--- src/rtl/wb_result_select_pipe.sv ---
// Writeback result selector: one-hot AND-OR mux, constant override, sub-word extension,
// 2-entry (main + skid) output stage. Define WBX_ONEHOT_CHK_EN to enable the sel one-hot check.
module wb_result_select_pipe #(
  parameter int WIDTH = 32,
  parameter int NSRC  = 8,
  parameter int TAGW  = 6
) (
  input  logic                  clk,
  input  logic                  reset_n,
  input  logic                  in_valid,
  output logic                  in_ready,
  input  logic [NSRC*WIDTH-1:0] src,
  input  logic [NSRC-1:0]       sel,
  input  logic [2:0]            zom,
  input  logic [1:0]            ext,
  input  logic [TAGW-1:0]       tag,
  output logic                  out_valid,
  input  logic                  out_ready,
  output logic [WIDTH-1:0]      out_result,
  output logic [TAGW-1:0]       out_tag,
  output logic                  out_sel_err
);

  logic [WIDTH-1:0] presel;
  logic [WIDTH-1:0] res_d;

  logic             main_valid;
  logic [WIDTH-1:0] main_result;
  logic [TAGW-1:0]  main_tag;
  logic             skid_valid;
  logic [WIDTH-1:0] skid_result;
  logic [TAGW-1:0]  skid_tag;

  logic accept;
  logic drain;
  logic main_from_skid;
  logic main_from_in;
  logic skid_from_in;

  always_comb begin
    presel = '0;
    for (int i = 0; i < NSRC; i++) begin
      presel = presel | (src[i*WIDTH +: WIDTH] & {WIDTH{sel[i]}});
    end
  end

  always_comb begin
    res_d = presel;
    if (zom[2]) begin
      res_d = '1;
    end else if (zom[1]) begin
      res_d = {{(WIDTH-1){1'b0}}, 1'b1};
    end else if (zom[0]) begin
      res_d = '0;
    end else begin
      case (ext)
        2'b01:   res_d = {{(WIDTH-8){presel[7]}}, presel[7:0]};
        2'b10:   res_d = {{(WIDTH-16){presel[15]}}, presel[15:0]};
        2'b11:   res_d = {{(WIDTH-16){1'b0}}, presel[15:0]};
        default: res_d = presel;
      endcase
    end
  end

  // skid_valid is a flop, so in_ready is registered; no accept can coincide with a skid->main move
  assign in_ready       = ~skid_valid;
  assign accept         = in_valid & in_ready;
  assign drain          = main_valid & out_ready;
  assign main_from_skid = drain & skid_valid;
  assign main_from_in   = accept & (~main_valid | drain);
  assign skid_from_in   = accept & main_valid & ~drain;

  always_ff @(posedge clk or negedge reset_n) begin
    if (!reset_n) begin
      main_valid  <= 1'b0;
      main_result <= '0;
      main_tag    <= '0;
      skid_valid  <= 1'b0;
      skid_result <= '0;
      skid_tag    <= '0;
    end else begin
      if (main_from_skid) begin
        main_valid  <= 1'b1;
        main_result <= skid_result;
        main_tag    <= skid_tag;
        skid_valid  <= 1'b0;
      end else if (main_from_in) begin
        main_valid  <= 1'b1;
        main_result <= res_d;
        main_tag    <= tag;
      end else if (drain) begin
        main_valid  <= 1'b0;
      end
      if (skid_from_in) begin
        skid_valid  <= 1'b1;
        skid_result <= res_d;
        skid_tag    <= tag;
      end
    end
  end

  assign out_valid  = main_valid;
  assign out_result = main_result;
  assign out_tag    = main_tag;

`ifdef WBX_ONEHOT_CHK_EN
  localparam int CW = $clog2(NSRC + 1);

  logic [CW-1:0] sel_cnt;
  logic          sel_err_d;
  logic          main_err;
  logic          skid_err;

  always_comb begin
    sel_cnt = '0;
    for (int i = 0; i < NSRC; i++) begin
      sel_cnt = sel_cnt + CW'(sel[i]);
    end
    sel_err_d = (sel_cnt != CW'(1)) && (zom == 3'b000);
  end

  always_ff @(posedge clk or negedge reset_n) begin
    if (!reset_n) begin
      main_err <= 1'b0;
      skid_err <= 1'b0;
    end else begin
      if (main_from_skid) begin
        main_err <= skid_err;
      end else if (main_from_in) begin
        main_err <= sel_err_d;
      end
      if (skid_from_in) begin
        skid_err <= sel_err_d;
      end
    end
  end

  assign out_sel_err = main_err;
`else
  assign out_sel_err = 1'b0;
`endif

endmodule
--- config.mk ---
export PLATFORM = sky130hd
export DESIGN_NAME = wb_result_select_pipe
export DESIGN_NICKNAME = d
export VERILOG_FILES = /design/src/rtl/wb_result_select_pipe.sv
export SDC_FILE = /design/constraint.sdc
export NUM_CORES = 1
export LEC_CHECK = 0
export CELL_PAD_IN_SITES_DETAIL_PLACEMENT = 0
export CELL_PAD_IN_SITES_GLOBAL_PLACEMENT = 2
export CORE_ASPECT_RATIO = 1.75
export CORE_MARGIN = 8
export CORE_UTILIZATION = 16
export DETAILED_ROUTE_END_ITERATION = 10
export PLACE_DENSITY = 0.85
export SLEW_MARGIN = 20
export SYNTH_ARGS = -nofsm -noshare
export SYNTH_HDL_FRONTEND = slang
export SYNTH_SLANG_ARGS = --single-unit
--- constraint.sdc ---
create_clock -name clk -period 1.8 [get_ports clk]
set_clock_uncertainty 0.05 [all_clocks]
set_input_delay 0.36 -clock clk [delete_from_list [all_inputs] [get_ports clk]]
set_output_delay 0.36 -clock clk [all_outputs]
set_load 0.02 [all_outputs]
== Yosys cells after proc, flatten, opt, wreduce, memory -nomap -nowiden ==
Cells that the tools add are included.

* Register bits after elaboration: 78
* Input port bits: 279
* Logic and storage cells: 50

* Equal/unequal tests: 3
* Multiplexer cells: 13
* Bitwise logic cells: 25
* Reduce and logical (&&, ||, !) cells: 3

{| class="wikitable"
|+ Operators by type and width
! kind !! count
|-
| $and A32 B32 Y32 || 8
|-
| $or A32 B32 Y32 || 7
|-
| $mux W32 || 5
|-
| $pmux W32 S3 || 1
|-
| $mux W6 || 2
|-
| $and A1 B1 Y1 || 6
|-
| $mux W1 || 5
|-
| $eq A2 B2 Y1 const B || 2
|-
| $reduce_bool A2 Y1 || 2
|-
| $not A1 Y1 || 3
|-
| $reduce_bool A3 Y1 || 1
|-
| $eq A2 B1 Y1 const B || 1
|-
| $or A1 B1 Y1 || 1
|}

== Depth between registers and ports, before layout ==
Gate-level depths: netlist of run 1.

* Depth in word-level cells: 14
* Mapped depth: 7
* Depth with buffers taken out: 5

== Least setup slack after synthesis of run 1 ==
OpenSTA, ideal clock, no wires.

* Path kind: register to register
* From: register main_valid, in the netlist out_valid
* To: register main_result[22], in the netlist out_result[22]
* Setup time: 127 ps
* Arrival time: 1616 ps
* Required time: 1623 ps
* Slack: 7 ps
* Cell stages (with the launch flop): 7
* Clock period less this slack: 1793 ps
* Path through: dfrtp_1 -> nor2b_1 -> a21oi_1 -> nand2_1 -> nor2_1 -> buf_2 -> a21oi_1

* Cells in the longest elaborated chain, start to end: 4
* Elaborated cells between the ends (all ways): 7
* Those cells by class: 1 x mux; 5 x bitwise; 1 x reduce/logical

{| class="wikitable"
|+ Ends and longest elaborated chain
! item !! line !! source
|-
| start, declared || 27 || <nowiki>logic main_valid;</nowiki>
|-
| start signal, assigned || 75 || <nowiki>main_valid <= 1'b0;</nowiki>
|-
| start signal, assigned || 83 || <nowiki>main_valid <= 1'b1;</nowiki>
|-
| start signal, assigned || 88 || <nowiki>main_valid <= 1'b1;</nowiki>
|-
| $and A1 B1 Y1 or $not A1 Y1 (tied branches) || 68, 70 ||
|-
| $or A1 B1 Y1 || 70 || <nowiki>assign main_from_in = accept & (~main_valid | drain);</nowiki>
|-
| $and A1 B1 Y1 || 70 ||
|-
| $reduce_bool A2 Y1 (no line) || n/a ||
|-
| end signal, assigned || 84 || <nowiki>main_result <= skid_result;</nowiki>
|-
| end signal, assigned || 89 || <nowiki>main_result <= res_d;</nowiki>
|-
| end, declared || 28 || <nowiki>logic [WIDTH-1:0] main_result;</nowiki>
|}

Parallel ways exist; a longest one is shown, timed or not.
A chain may end at the register's enable or synchronous reset.

== Worst setup path in the final report of run 1 ==
* From: register main_result[5], in the netlist out_result[5]
* To: output port out_result[5]

{| class="wikitable"
|+ RTL lines
! item !! line !! source
|-
| end, declared || 19 || <nowiki>output logic [WIDTH-1:0] out_result,</nowiki>
|}

No word-level cell between the ends.

==> out/metrics.yaml, run 1 <==
status:
  status: "finished clean"
yosys:
  ys.flop_type: "dfrtp_1"
  synth_warnings: 0
  synth_fp_nets: 797
  synth_top_area_cell: "dfrtp_1"
  netlist_area_sq_um: 4540
  synth_async_sr_flop_share: 1.00
  ys_ff_latch: 78
  ys_types: 33
  synth_top_area_share: 0.430
  avgSynthCellArea_sq_um: 8.76
  yosys-top-cells-area: "dfrtp_1, a22oi_1, a21oi_1"
  synth_edf_count: 0
  ys_seq_area_frac: 0.430
  synthCells: 518
finish:
  drive_gt1_frac: 0.120
  final_nets: 1138
  post_layout_nonfiller_instances: 1237
  antenna_cells: 0
  area_growth_pct: 99.8
floorplan:
  die-area_sq_um: 34200
  ios: 320
  die_h_microns: 239
  placement_rows: 81
  core_sq_um: 28000
  start_util: 0.162
  fp.dieW_microns: 143
cts:
  clock-sinks: 78
  clk_pin_slew_ps: 70
  cts_inserted_buffers: 9
  cts_tree: "yes"
  clock_latency_ps: 340
  htreeDepth: 3
  clk_path_buf_depth: 2
  cts_root_buf: "clkbuf_16"
global_route:
  globalRouteOverflowTotal: 0
  antenna_found_initial: 0
  track_usage: 0.156
  first_global_vias: 6472
  grt_max_degree: 39
  grt_pass1_wl_mm: 40.3
timing:
  hold_violations: 0
  grt_setup_unrepaired: "no"
  setup_viol: 0
  finalCritPeriodShare: 0.983
  period_needed_ps: 1770
  slew_violations: 0
  clock.fmax_mhz: 565
critical_path:
  worstSetupPathDepth: 1
  cp_slowest_cell: "clkdlybuf4s50_1"
  cp_top_family: "buffers and inverters"
  crit_arrival_ps: 1360
  slowest_delay_ps: 670
  startpoint_type: "register"
  worstPathMaxFanout: 2
  path_class: "reg2out"
  worst-path-buf-inv: 1
  cp-end-kind: "primary output"
  crit_chain: "clkdlybuf4s50_1"
  r2r_setup_slack_ps: 160
  required_ps: 1390
  ff2ff_path_depth: 5
flow_run:
  timing.max_cap.violations: 0
power:
  cellLeakagePower_nw: 3.58
  swShare: 0.386
  finalPower_w: 0.00980
  clockPowerShare: 0.198
  p_sw_w: 0.00379
  p_int_w: 0.00602
  seqPwrFrac: 0.318
  power_density_nw_per_um2: 1080
  irDropWorstVdd_v: 0.000478
  combPwrFrac: 0.484
placement:
  portBuffers: 318
  dp.cells: 1213
  dp_hpwl_mm: 22.1
  globalplace.congestion: 0.760
detailed_routing:
  post_drt_wl_per_cell_microns: 22.3
  postRouteAntennaNets: 0
  drt-initial-drc-count: 247
  routed_wl_mm: 27.5
  drc_errors: 0
  viasPerCell: 4.73
  routed-via-count: 5849
  first_pass_iters: 5
worst_hold_path:
  hold_depth: 2
  hold_path.class: "reg2reg"
==> cell usage in the layout (no fill, tap or decap), drive strengths merged, types with 2 or more instances in the layout <==
| master | n |
|---|---|
| nor2 | 27 |
| nor2b | 2 |
| o21ai | 41 |
| a21oi | 49 |
| o22ai | 16 |
| a22oi | 117 |
| nand3 | 4 |
| a31oi | 6 |
| nor3 | 2 |
| clkbuf | 9 |
| and3 | 2 |
| or2 | 2 |
| dlymetal6s2s | 14 |
| and4 | 2 |
| nand2 | 51 |
| o211ai | 8 |
| a221oi | 24 |
| buf | 58 |
| nand4 | 28 |
| clkdlybuf4s50 | 281 |
| dlygate4sd2 | 21 |
| inv | 7 |
| dfrtp | 78 |
| nand2b | 2 |
==> final timing paths <==
| path | startpoint | end |
|---|---|---|
| max reg2reg | skid_valid | out_result[3] |
| min in group asynchronous | reset_n | out_tag[1] |
| max in group asynchronous | reset_n | skid_result[18] |
| min reg2reg | skid_tag[3] | skid_tag[3] |
| max | out_result[5] | out_result[5] |
| min | skid_tag[3] | skid_tag[3] |
==> synth_stat cells, drive strengths merged (2+ instances only) <==
library cell    n
a21oi          49
a221oi         24
a22oi         117
a31oi           6
and3            2
and4            2
buf             8
clkbuf         40
dfrtp          78
inv             2
nand2          51
nand2b          2
nand3           4
nand4          28
nor2           27
nor2b           2
nor3            2
o211ai          8
o21ai          41
o22ai          16
==> metal layers <==
metal | track usage | vias up | share of wire
li1 | - | 2754 | -
met1 | 0.170 | 2812 | 0.37
met2 | 0.292 | 254 | 0.55
met3 | 0.0304 | 29 | 0.054
met4 | 0.0544 | 0 | 0.024
met5 | 0 | - | 0
==> power by group through the flow <==
stage	registers [W]	clock network, W	logic (W)
4_1_cts	0.00313	0.00199	0.00478
3_5_place_dp	0.00317	0	0.00484
3_3_place_gp	0.00313	0	0.00479
5_1_grt	0.00322	0.00207	0.00514
6_report	0.00312	0.00194	0.00474
2_1_floorplan	0.00359	0	0.00167
==> logic make-up (layout without fill, tap and decap cells) <==
kind of cell | after synthesis | count (layout) | synth area share
buffers and inverters | 50 | 395 | 0.0436
AND/OR/NAND/NOR | 122 | 123 | 0.127
multiplexers | 1 | 1 | 0.00248
flip-flops | 78 | 78 | 0.430
AO/OA/AOI/OAI | 266 | 266 | 0.396
other | 1 | 1 | 0.000826
==> sequential cells by signal, summed over array words and instances (netlist names) <==
register / cells
out_tag: 6
skid_tag: 6
skid_valid: 1
skid_result: 32
out_result: 32
out_valid: 1
==> what timing repair did <==
action	4_1_cts	5_1_grt
hold endpoints to repair	24	0
pin swaps	11	23
hold buffers	1	0
buffers inserted	4	0
resized for setup	37	41
gates cloned	2	1
setup endpoints to repair	66	54
==> final cells by class <==
type                       instances  area [sq um]
clock inverter                     7          87.6
clock buffer                       9           225
multi-input combinational        391          2540
inverter                           2          7.51
tap                              373           467
timing repair buffer             377          3780
sequential                        78          1950
fill                            3005         18900
==> per-stage QoR <==
stage / hold slack [ps] / instance area (sq um) / utilization / setup WS, ps / TNS (ps)
final: 428 / 9060 / 0.324 / 30.4 / 0
after global routing: 451 / 9060 / 0.324 / 0.334 / 0
after CTS: 432 / 8910 / 0.318 / 0.603 / 0
after detailed placement: 261 / 8480 / 0.303 / -897 / -42940
after global placement: 258 / 8480 / 0.303 / -909 / -43240
after floorplan: 14.4 / 4540 / - / 6.84 / 0
Power figures use the tool's default switching activity.
==> run 2, diff against run 1 <==
Settings changed: CORE_MARGIN 8 to 4, REMOVE_ABC_BUFFERS set to 1.
==> out/metrics.yaml, run 2 (synthesis gave the netlist of run 1 again) <==
status:
  status: "finished clean"  # unchanged
critical_path:
  startpoint: "out_result[23]"  # was out_result[5]
  crit_chain: "clkdlybuf4s50_1"  # unchanged
  crit_arrival_ps: 1360  # about the same
  reg2reg_from: "skid_valid"  # unchanged
  cp-end-kind: "primary output"  # unchanged
  cp_top_family: "buffers and inverters"  # unchanged
  worstPathMaxFanout: 2  # unchanged
  startpoint_type: "register"  # unchanged
  path_class: "reg2out"  # unchanged
  worst-path-buf-inv: 1  # unchanged
  required_ps: 1390  # about the same
  slowest_delay_ps: 670  # about the same
  cp_slowest_cell: "clkdlybuf4s50_1"  # unchanged
detailed_routing:
  drc_errors: 0  # unchanged
  post_drt_wl_per_cell_microns: 20.4  # was 22.3 microns
  highest_layer: "met4"  # unchanged
  wl_met3_mm: 1.25  # was 1.50 mm
  routed_wl_mm: 25.4  # was 27.5 mm
  viasPerCell: 4.68  # was 4.73
  drt-initial-drc-count: 241  # was 247
  first_pass_iters: 5  # unchanged
  wl_met1_mm: 9.63  # was 10.2 mm
  wl_met2_mm: 13.9  # was 15.1 mm
  routed-via-count: 5840  # was 5,849
  postRouteAntennaNets: 0  # unchanged
timing:
  slew_violations: 0  # unchanged
  timing.hold.ws_ps: 328  # was 428 ps
  clock.fmax_mhz: 566  # was 565 MHz
  finalCritPeriodShare: 0.982  # was 0.983
  hold_violations: 0  # unchanged
  grt_setup_unrepaired: "yes"  # was no
  finalWorstSetupSlack_ps: 32.0  # was 30.4 ps
  finalSetupTns_ps: 0  # unchanged
  period_needed_ps: 1770  # about the same
  setup_viol: 0  # unchanged
placement:
  placedInstanceArea_sq_um: 8620  # was 8480 sq um
  globalplace.congestion: 0.907  # was 0.760
  dp_hpwl_mm: 20.5  # was 22.1 mm
  place_ws_ps: -449  # was -897 ps
  portBuffers: 318  # unchanged
cts:
  cts_tree: "yes"  # unchanged
  clk_pin_slew_ps: 70  # about the same
  clock-sinks: 78  # unchanged
  clk_path_buf_depth: 2  # unchanged
  clock_latency_ps: 340  # about the same
  cts_inserted_buffers: 9  # unchanged
  cts_root_buf: "clkbuf_16"  # unchanged
  htreeDepth: 3  # unchanged
global_route:
  grt_pass1_wl_mm: 38.0  # was 40.3 mm
  first_global_vias: 6255  # was 6,472
  antenna_found_initial: 2  # was 0
  globalRouteOverflowTotal: 0  # unchanged
  grt_max_degree: 50  # was 39
  track_usage: 0.159  # was 0.156
finish:
  drive_gt1_frac: 0.135  # was 0.120
  final_nets: 1148  # was 1,138
  final_cell_mix: "clkdlybuf4s50_1, a22oi_1, dfrtp_1"  # unchanged
  finish.instance_area_sq_um: 9130  # was 9060 sq um
  final_common_cell: "clkdlybuf4s50_1"  # unchanged
  area_growth_pct: 101  # was 99.8%
floorplan:
  die_h_microns: 231  # was 239 microns
  start_util: 0.162  # unchanged
  fp.dieW_microns: 135  # was 143 microns
  placement_rows: 81  # unchanged
  ios: 320  # unchanged
  die-area_sq_um: 31200  # was 34,200 sq um
  core_sq_um: 28000  # unchanged
power:
  finalPower_w: 0.00974  # was 0.00980 W
  power_density_nw_per_um2: 1070  # was 1080 nW/um^2
  irDropWorstVdd_v: 0.000442  # was 0.000478 V
  cellLeakagePower_nw: 3.56  # was 3.58 nW
flow_run:
  timing.max_cap.violations: 0  # unchanged
worst_hold_path:
  hold_path.class: "in2async"  # was reg2reg
==> run 2: cell count changes in the layout (fill, tap and decap cells not counted), moves of 3 or more <==
cell,delta
clkinv_4,+3
dlymetal6s2s_1,-6
buf_12,+3
inv_6,-3
clkdlybuf4s50_1,+10
dlygate4sd2_1,-3
buf_4,+12
buf_6,-3
a21oi_2,+5
a21oi_1,-5
==> run 2: per-layer routing <==
layer / up-vias / global-route usage
met5: - / 0
met4: 0 / 0.0580
met3: 35 / 0.0283
met2: 220 / 0.284
met1: 2823 / 0.186
li1: 2762 / -
==> run 2: final cells by class <==
type | instances | area (sq um)
clock inverter | 6 | 72.6
multi-input combinational | 390 | 2540
timing repair buffer | 388 | 3850
inverter | 2 | 7.51
tap | 373 | 467
clock buffer | 10 | 229
sequential | 78 | 1950
fill | 2982 | 18800
antenna | 2 | 5.00
==> run 2: repair_timing <==
action | CTS | global route
cloned | 1 | 0
endpoints found under the setup margin | 56 | 61
pin swaps | 10 | 27
setup buffers | 2 | 1
endpoints found under the hold margin | 3 | 0
gates resized for setup | 27 | 41
hold buffers | 1 | 0
==> run 2: worst paths after layout <==
kind / to / slack (ps) / cells after the start
min in group clk: skid_tag[1] / 420 / 2
hold / removal: out_result[3] / 330 / 2
max in group asynchronous: skid_tag[3] / 830 / 3
setup reg to reg: out_result[18] / 120 / 6
setup / recovery: out_result[23] / 30 / 1
hold reg to reg: skid_tag[1] / 420 / 2
==> run 2: where the power goes <==
group	switching (W)	total [W]	internal, W	leakage, nW
Clock	0.000758	0.00184	0.00108	0.143
Combinational	0.00244	0.00480	0.00236	2.52
Sequential	0.000472	0.00310	0.00263	0.899
==> run 2: worst reg2reg max path, stage by stage (launching register included) <==
cell      delay (ps)
dfrtp_1          440
nand2b_2         270
a21oi_4          240
nand2_1           90
nor2_1           180
buf_12           190
a21oi_1           90
==> run 2: through the flow <==
stage,utilization,std cells
2_1_floorplan,-,470
3_3_place_gp,0.308,1226
3_5_place_dp,0.308,1226
4_1_cts,0.321,1246
5_1_grt,0.326,1249
6_report,0.326,1249
